[src/rtl/sel_seq.sv]
// Sequencing slice selector: captures a W-bit vector and streams a run of its
// N equal-width slices, one per beat, starting at a given index and wrapping.
module sel_seq #(
    parameter  int W     = 32,
    parameter  int N     = 4,
    localparam int OUT_W = W / N,
    localparam int IDX_W = $clog2(N),
    localparam int CNT_W = $clog2(N + 1)
) (
    input  logic             clk,
    input  logic             arst,
    input  logic             i_in_vld,
    input  logic [W-1:0]     i_in_x,
    input  logic [IDX_W-1:0] i_in_start,
    input  logic [CNT_W-1:0] i_in_cnt,
    output logic             o_in_rdy,
    output logic             o_out_vld,
    output logic [OUT_W-1:0] o_out_y,
    output logic [IDX_W-1:0] o_out_idx,
    output logic             o_out_last,
    input  logic             i_out_rdy
);

    generate
        if (N < 2 || (W % N) != 0) begin : g_bad_params
            $error("sel_seq: N must be >= 2 and divide W");
        end
    endgenerate

    typedef enum logic {IDLE, EMIT} state_t;

    state_t           state;
    logic [W-1:0]     x_q;
    logic [CNT_W-1:0] rem_q;

    logic             accept;
    logic             beat_hs;
    logic [IDX_W-1:0] start_c;
    logic [CNT_W-1:0] cnt_c;
    logic [IDX_W:0]   start_ext;
    logic [IDX_W-1:0] idx_next;

    function automatic logic [OUT_W-1:0] slice_of(input logic [W-1:0] v,
                                                  input logic [IDX_W-1:0] k);
        slice_of = '0;
        for (int unsigned i = 0; i < N; i++) begin
            if (k == IDX_W'(i)) slice_of = v[OUT_W*i +: OUT_W];
        end
    endfunction

    // Chaining term lets the next command land in the cycle the last beat leaves.
    assign o_in_rdy = !arst & ((state == IDLE) | (o_out_vld & i_out_rdy & o_out_last));
    assign accept   = i_in_vld & o_in_rdy;
    assign beat_hs  = o_out_vld & i_out_rdy;

    // IDX_W = clog2(N) means start < 2N, so one conditional subtract is a full modulo.
    assign start_ext = {1'b0, i_in_start};
    assign start_c   = (start_ext >= (IDX_W+1)'(N)) ? IDX_W'(start_ext - (IDX_W+1)'(N))
                                                    : i_in_start;
    assign cnt_c     = (i_in_cnt > CNT_W'(N)) ? CNT_W'(N) : i_in_cnt;
    assign idx_next  = (o_out_idx == IDX_W'(N - 1)) ? '0 : o_out_idx + IDX_W'(1);

    always_ff @(posedge clk or posedge arst) begin
        if (arst) begin
            state      <= IDLE;
            x_q        <= '0;
            rem_q      <= '0;
            o_out_vld  <= 1'b0;
            o_out_y    <= '0;
            o_out_idx  <= '0;
            o_out_last <= 1'b0;
        end else if (accept) begin
            x_q <= i_in_x;
            if (cnt_c != '0) begin
                state      <= EMIT;
                rem_q      <= cnt_c;
                o_out_vld  <= 1'b1;
                o_out_idx  <= start_c;
                o_out_y    <= slice_of(i_in_x, start_c);
                o_out_last <= (cnt_c == CNT_W'(1));
            end else begin
                state      <= IDLE;
                rem_q      <= '0;
                o_out_vld  <= 1'b0;
                o_out_last <= 1'b0;
            end
        end else if (beat_hs) begin
            if (o_out_last) begin
                state      <= IDLE;
                rem_q      <= '0;
                o_out_vld  <= 1'b0;
                o_out_last <= 1'b0;
            end else begin
                rem_q      <= rem_q - CNT_W'(1);
                o_out_idx  <= idx_next;
                o_out_y    <= slice_of(x_q, idx_next);
                o_out_last <= (rem_q == CNT_W'(2));
            end
        end
    end

endmodule

[config.mk]
export PLATFORM = sky130hd
export DESIGN_NAME = sel_seq
export DESIGN_NICKNAME = d
export VERILOG_FILES = /design/src/rtl/sel_seq.sv
export SDC_FILE = /design/constraint.sdc
export NUM_CORES = 1
export LEC_CHECK = 0
export BUFFER_PORTS_ARGS = -buffer_cell sky130_fd_sc_hd__buf_2
export CORE_MARGIN = 3
export CORE_UTILIZATION = 54
export CTS_BUF_LIST = sky130_fd_sc_hd__clkbuf_4 sky130_fd_sc_hd__clkbuf_8 sky130_fd_sc_hd__clkbuf_16
export DETAILED_ROUTE_END_ITERATION = 12
export GPL_TIMING_DRIVEN = 0
export PLACE_DENSITY_LB_ADDON = 0.2
export RECOVER_POWER = 100
export SLEW_MARGIN = 40
export SYNTH_ARGS = -nofsm -noshare
export SYNTH_HDL_FRONTEND = slang
export SYNTH_SLANG_ARGS = --single-unit
export TNS_END_PERCENT = 20
[constraint.sdc]
create_clock -name clk -period 2.35 [get_ports clk]
set_input_delay 0.235 -clock clk [delete_from_list [all_inputs] [get_ports clk]]
set_output_delay 0.235 -clock clk [all_outputs]
set_load 0.05 [all_outputs]
* Yosys cells after proc, flatten, opt, wreduce, memory -nomap -nowiden
Cells that the tools add are included.
** Word-level totals
- Bits in registers :: 47
- Input bits :: 41
- Output and inout bits :: 13
** Operators by class
- $add $sub $neg :: 3
- Magnitude comparators :: 2
- Equal/unequal tests :: 11
- Muxes and demuxes :: 31
- Bitwise logic cells :: 6
- Reduce and logical (&&, ||, !) cells :: 8
** Operators with widths (number)
- two-way mux 8 bit :: 12
- two-way mux 3 bit :: 5
- two-way mux 2 bit :: 6
- equality test 2 bit (second input constant) :: 5
- two-way mux 1 bit :: 8
- AND 1 bit :: 4
- equality test 2 x 1 -> 1 bit (second input constant) :: 2
- zero test 2 bit :: 2
- inequality test 2 x 1 -> 1 bit (second input constant) :: 2
- nonzero test 2 bit :: 2
- equality test 3 x 1 -> 1 bit (second input constant) :: 1
- equality test 3 x 2 -> 1 bit (second input constant) :: 1
- >= comparator 2 x 3 -> 1 bit (second input constant) :: 1
- greater-than comparator 3 bit (second input constant) :: 1
- AND reduction 3 bit :: 1
- nonzero test 3 bit :: 1
- subtractor 3 x 1 -> 3 bit (second input constant) :: 1
- adder 2 x 1 -> 2 bit (second input constant) :: 1
- AND reduction 2 bit :: 1
- subtractor 2 x 1 -> 2 bit (second input constant) :: 1
- zero test 1 bit :: 1
- NOT 1 bit :: 1
- bitwise OR 1 bit :: 1

* Logic depth before layout (Yosys ltp)
- Depth after elaboration :: 10
- Gate-level depth with buffers :: 8
- Mapped depth without buffers :: 6

* Least setup slack after synthesis
OpenSTA, ideal clock, no wires.
- Path type :: reg2reg
- From :: register o_out_idx[0]
- To :: register o_out_y[1]
- Library setup time :: 123 ps
- Data arrival time :: 1872 ps
- Data required time :: 2227 ps
- Setup slack :: 355 ps
- Stages on the path, launching flop included :: 8
- Cell sequence :: dfrtp_1 inv_1 ha_1 or2_2 clkbuf_1 a221oi_1 o21ai_0 o221a_2
** On the way
- Cells in the longest elaborated chain, start to end :: 10
** RTL lines
- start: declaration :: RTL line 19 : output logic [IDX_W-1:0] o_out_idx,
- start signal: assignment :: RTL line 78 : o_out_idx <= start_c;
- start signal: assignment :: RTL line 95 : o_out_idx <= idx_next;
- adder 2 x 1 -> 2 bit / equality test 2 bit (equally long branches) :: RTL line 61 : assign idx_next = (o_out_idx == IDX_W'(N - 1)) ? '0 : o_out_idx + IDX_W'(1);
- two-way mux 2 bit * :: RTL line 61
- zero test 2 bit :: RTL line 47 : if (k == IDX_W'(i)) slice_of = v[OUT_W*i +: OUT_W];
- two-way mux 8 bit (3 in a row) :: RTL line 47
- two-way mux 8 bit * :: RTL line 47
- two-way mux 8 bit * :: RTL line 88 : if (o_out_last) begin
- two-way mux 8 bit * :: RTL line 87 : end else if (beat_hs) begin
- two-way mux 8 bit * :: RTL line 72 : end else if (accept) begin
- end signal: assignment :: RTL line 79 : o_out_y <= slice_of(i_in_x, start_c);
- end signal: assignment :: RTL line 96 : o_out_y <= slice_of(x_q, idx_next);
- end: declaration :: RTL line 18 : output logic [OUT_W-1:0] o_out_y,
Every way passes the cells marked *; elsewhere a longest branch is shown, timed or not. The select of a mux whose other input is x is not followed.
A chain may end at the register's enable or synchronous reset.

* Final worst setup path
- From :: register o_out_idx[0]
- To :: register o_out_y[3]
The elaborated chain is that of the path after synthesis.

==> metrics.md <==
| Metric | Value |
|---|---|
| Hold Path Class | `primary input to register` |
| EDFF count, synth | `0` |
| Register area share after synthesis | `49.50%` |
| CTS Buffer Depth | `2` |
| Global route overflow | `0` |
| Tcrit/Tclk final | `89.67%` |
| DRT iter0 DRCs | `109` |
| DIE AREA | `0.005232 mm²` |
| Final WL | `5.475 mm` |
| Synth cell types | `31` |
| Fraction of layout cells with a size suffix above 1 | `43.98%` |
| # diodes | `0` |
| Area share of the largest cell type after synthesis | `49.50%` |
| HPWL after detailed placement | `3.844 mm` |
| Arr. time, crit path | `2.30 ns` |
| Max Clock Freq | `474.5 MHz` |
| Port bufs | `51` |
| Slew HR | `39.25%` |
| GPL Wtd Cong | `0.7587` |
| Synth warn | `0` |
| Syn-to-layout area delta | `17.54%` |
| Initial cell density of the core | `57.74%` |
| Nets | `287` |
| Worst path cell trace | `inv_1, ha_1, clkbuf_1, nor2b_1, buf_2, a221oi_1, o21ai_0, o221a_1` |
| Vias in the first global route | `1784` |
| Placeable Area | `0.004115 mm²` |
| Pleak | `0.001189 µW` |
| Register bit total from synthesis | `47` |
| CP Class | `register to register` |
| IO Pins | `54` |
| DR vias | `1718` |
| Crit path largest cell delay | `0.45 ns` |
| Largest net degree at the start of global routing | `38` |
| Worst setup SP type | `register` |
| Status | `finished clean` |
| Vias per cell | `5.904` |
| Die X | `72.33 µm` |
| Pwr per Cell Area | `1362 mW/mm²` |
| Clock-pin slew on the worst setup and hold paths | `0.10 ns` |
| Global-route wire length before repair | `8.687 mm` |
| Final Hold Viols | `0` |
| Initial antenna violation count | `0` |
| Worst clock skew | `0.01040 ns` |
| Worst-skew pair later-pin latency | `0.31 ns` |
| Worst path bufs/invs | `3` |
| Syn_nets | `227` |
| Largest cells by area after synthesis | `dfrtp_1 (49%), mux2_2 (15%), mux4_2 (7.6%)` |
| Post-CTS resize count | `0` |
| CTS tree | `built` |
| CTS H-tree lvls | `2` |
| Setup Fix Bufs, Post-CTS | `0` |
| Gate Count Post-Synth | `180` |
| Pre-Repair DR Iteration Count | `4` |
| Setup TNS | `0 ns` |
| Num rows | `23` |
| Final ANT Viol Nets | `0` |
| DP Area | `0.002716 mm²` |
| Period minus WS final | `2.107 ns` |
| Max Slew Vio Count | `0` |
| Slowest cell on the critical path | `dfrtp_1` |
| Family with the most delay on the worst path | `buffers and inverters` |
| Most numerous cell in the Yosys netlist | `dfrtp_1` |
| CTS Root Cell | `clkbuf_8` |
| Total CTS buffers | `5` |
| Max-Cap Viols | `0` |
| Top cells by count, synth | `dfrtp_1 (47), mux2_2 (32), o21ai_0 (10)` |
| Final instance area | `0.002793 mm²` |
| Die Span Y | `72.33 µm` |
| Post-CTS Hold Fix Bufs | `1` |
| Mapped Area | `0.002376 mm²` |
| Hold Slack | `0.1588 ns` |
| Number of setup violations in the final report | `0` |
| Number of remaining DRC errors | `0` |
| Critical path peak fanout | `9` |
| Tot GR Track Use | `22.64%` |
| CP Capture Type | `register` |
| # fillers | `338` |
| Mean Syn Cell Area | `13.20 µm²` |
| Most used DFF post-synth | `dfrtp_1` |
| Ys async rst share | `100.0%` |
| Leading area contributor after synthesis | `dfrtp_1` |
| Unrepaired setup endpoints after global routing | `false` |
| CTS sink count | `47` |
| Worst VDD drop | `0.5798 mV` |
| Measured slew at the worst slew-check pin | `0.9112 ns` |
| Required @ worst endpoint | `2.54 ns` |
| DR WL/cell | `18.81 µm` |
==> placed cells by master (no fill, tap or decap) <==
| master | instances |
|---|---|
| a21boi_0 | 1 |
| a21oi_1 | 3 |
| a221oi_1 | 9 |
| a22oi_1 | 1 |
| a31oi_1 | 1 |
| buf_2 | 40 |
| buf_4 | 1 |
| bufinv_16 | 1 |
| clkbuf_1 | 19 |
| clkbuf_2 | 4 |
| clkbuf_8 | 5 |
| clkinvlp_2 | 1 |
| clkinvlp_4 | 1 |
| dfrtp_1 | 47 |
| dlygate4sd3_1 | 1 |
| ha_1 | 6 |
| inv_1 | 6 |
| inv_6 | 1 |
| mux2_2 | 32 |
| mux2i_1 | 2 |
| mux4_2 | 8 |
| nand2_1 | 3 |
| nand2b_1 | 3 |
| nand3b_1 | 3 |
| nor2_1 | 5 |
| nor2b_1 | 1 |
| nor3_1 | 2 |
| nor3_4 | 1 |
| o211ai_1 | 1 |
| o21ai_0 | 12 |
| o221a_1 | 1 |
| o221a_2 | 7 |
| o22ai_1 | 7 |
| o41ai_2 | 1 |
| or2_2 | 1 |
| or3_1 | 1 |
| or3b_2 | 2 |
==> per-layer routing <==
metal / global-route usage [%] / wire length, µm / up-vias / part of all wire [%]
met2: 37.61 / 2753 / 62 / 50
met3: 5.540 / 349 / 6 / 6.4
met1: 28.35 / 2306 / 844 / 42
met5: 0 / 0 / - / 0
met4: 9.186 / 65 / 0 / 1.2
li1: - / - / 806 / -
==> registers in the layout (all words and copies together), names as in the netlist <==
| register | cells |
|---|---|
| o_out_last | 1 |
| state | 1 |
| o_out_idx | 2 |
| x_q | 32 |
| rem_q | 3 |
| o_out_y | 8 |
==> layout make-up <==
type,instances,area [µm²],area share [%]
Sequential cell,47,1176,42.11
Multi-Input combinational cell,114,1102,39.47
Timing Repair Buffer,53,252.7,9.050
Clock buffer,5,68.82,2.464
Tap cell,50,62.56,2.240
Buffer,12,56.30,2.016
Clock inverter,3,46.29,1.658
Inverter,7,27.53,0.9857
==> kinds of logic (layout without fill, tap and decap cells) <==
group / after synthesis / count (layout) / synth area share (%)
muxes: 42 / 42 / 23.59
AOI/OAI and AO/OA: 44 / 44 / 14.17
and+or+nand+nor: 22 / 22 / 5.635
buffers and inverters: 19 / 80 / 3.949
DFF: 47 / 47 / 49.50
adders and majority gates: 6 / 6 / 3.159
==> worst paths after layout <==
path	startpoint	end	slack, ns	cells after the start
setup / recovery	o_out_idx[0]	o_out_y[3]	0.24	8
min in group asynchronous	arst	state	0.56	3
hold / removal	i_in_x[15]	x_q[15]	0.16	2
max in group asynchronous	arst	x_q[27]	0.57	4
setup reg to reg	o_out_idx[0]	o_out_y[3]	0.24	8
hold reg to reg	x_q[28]	x_q[28]	0.51	1
==> power by group <==
group          switching, µW  internal [µW]
combinational           1020            701
clock                    293            321
sequential               252           1220
==> metrics by stage <==
stage               power (µW)  std cells  setup slack (ns)  util (%)
CTS                       3872        291            0.2748     69.05
finish                    3803        291            0.2427     67.86
detailed placement        3248        282            0.3894     66.01
global placement          3174        281            0.3204     65.46
global route              4041        291            0.1490     67.86
floorplan                 2792        180            0.3553         -
No activity file was read; power rests on OpenSTA's default activity.
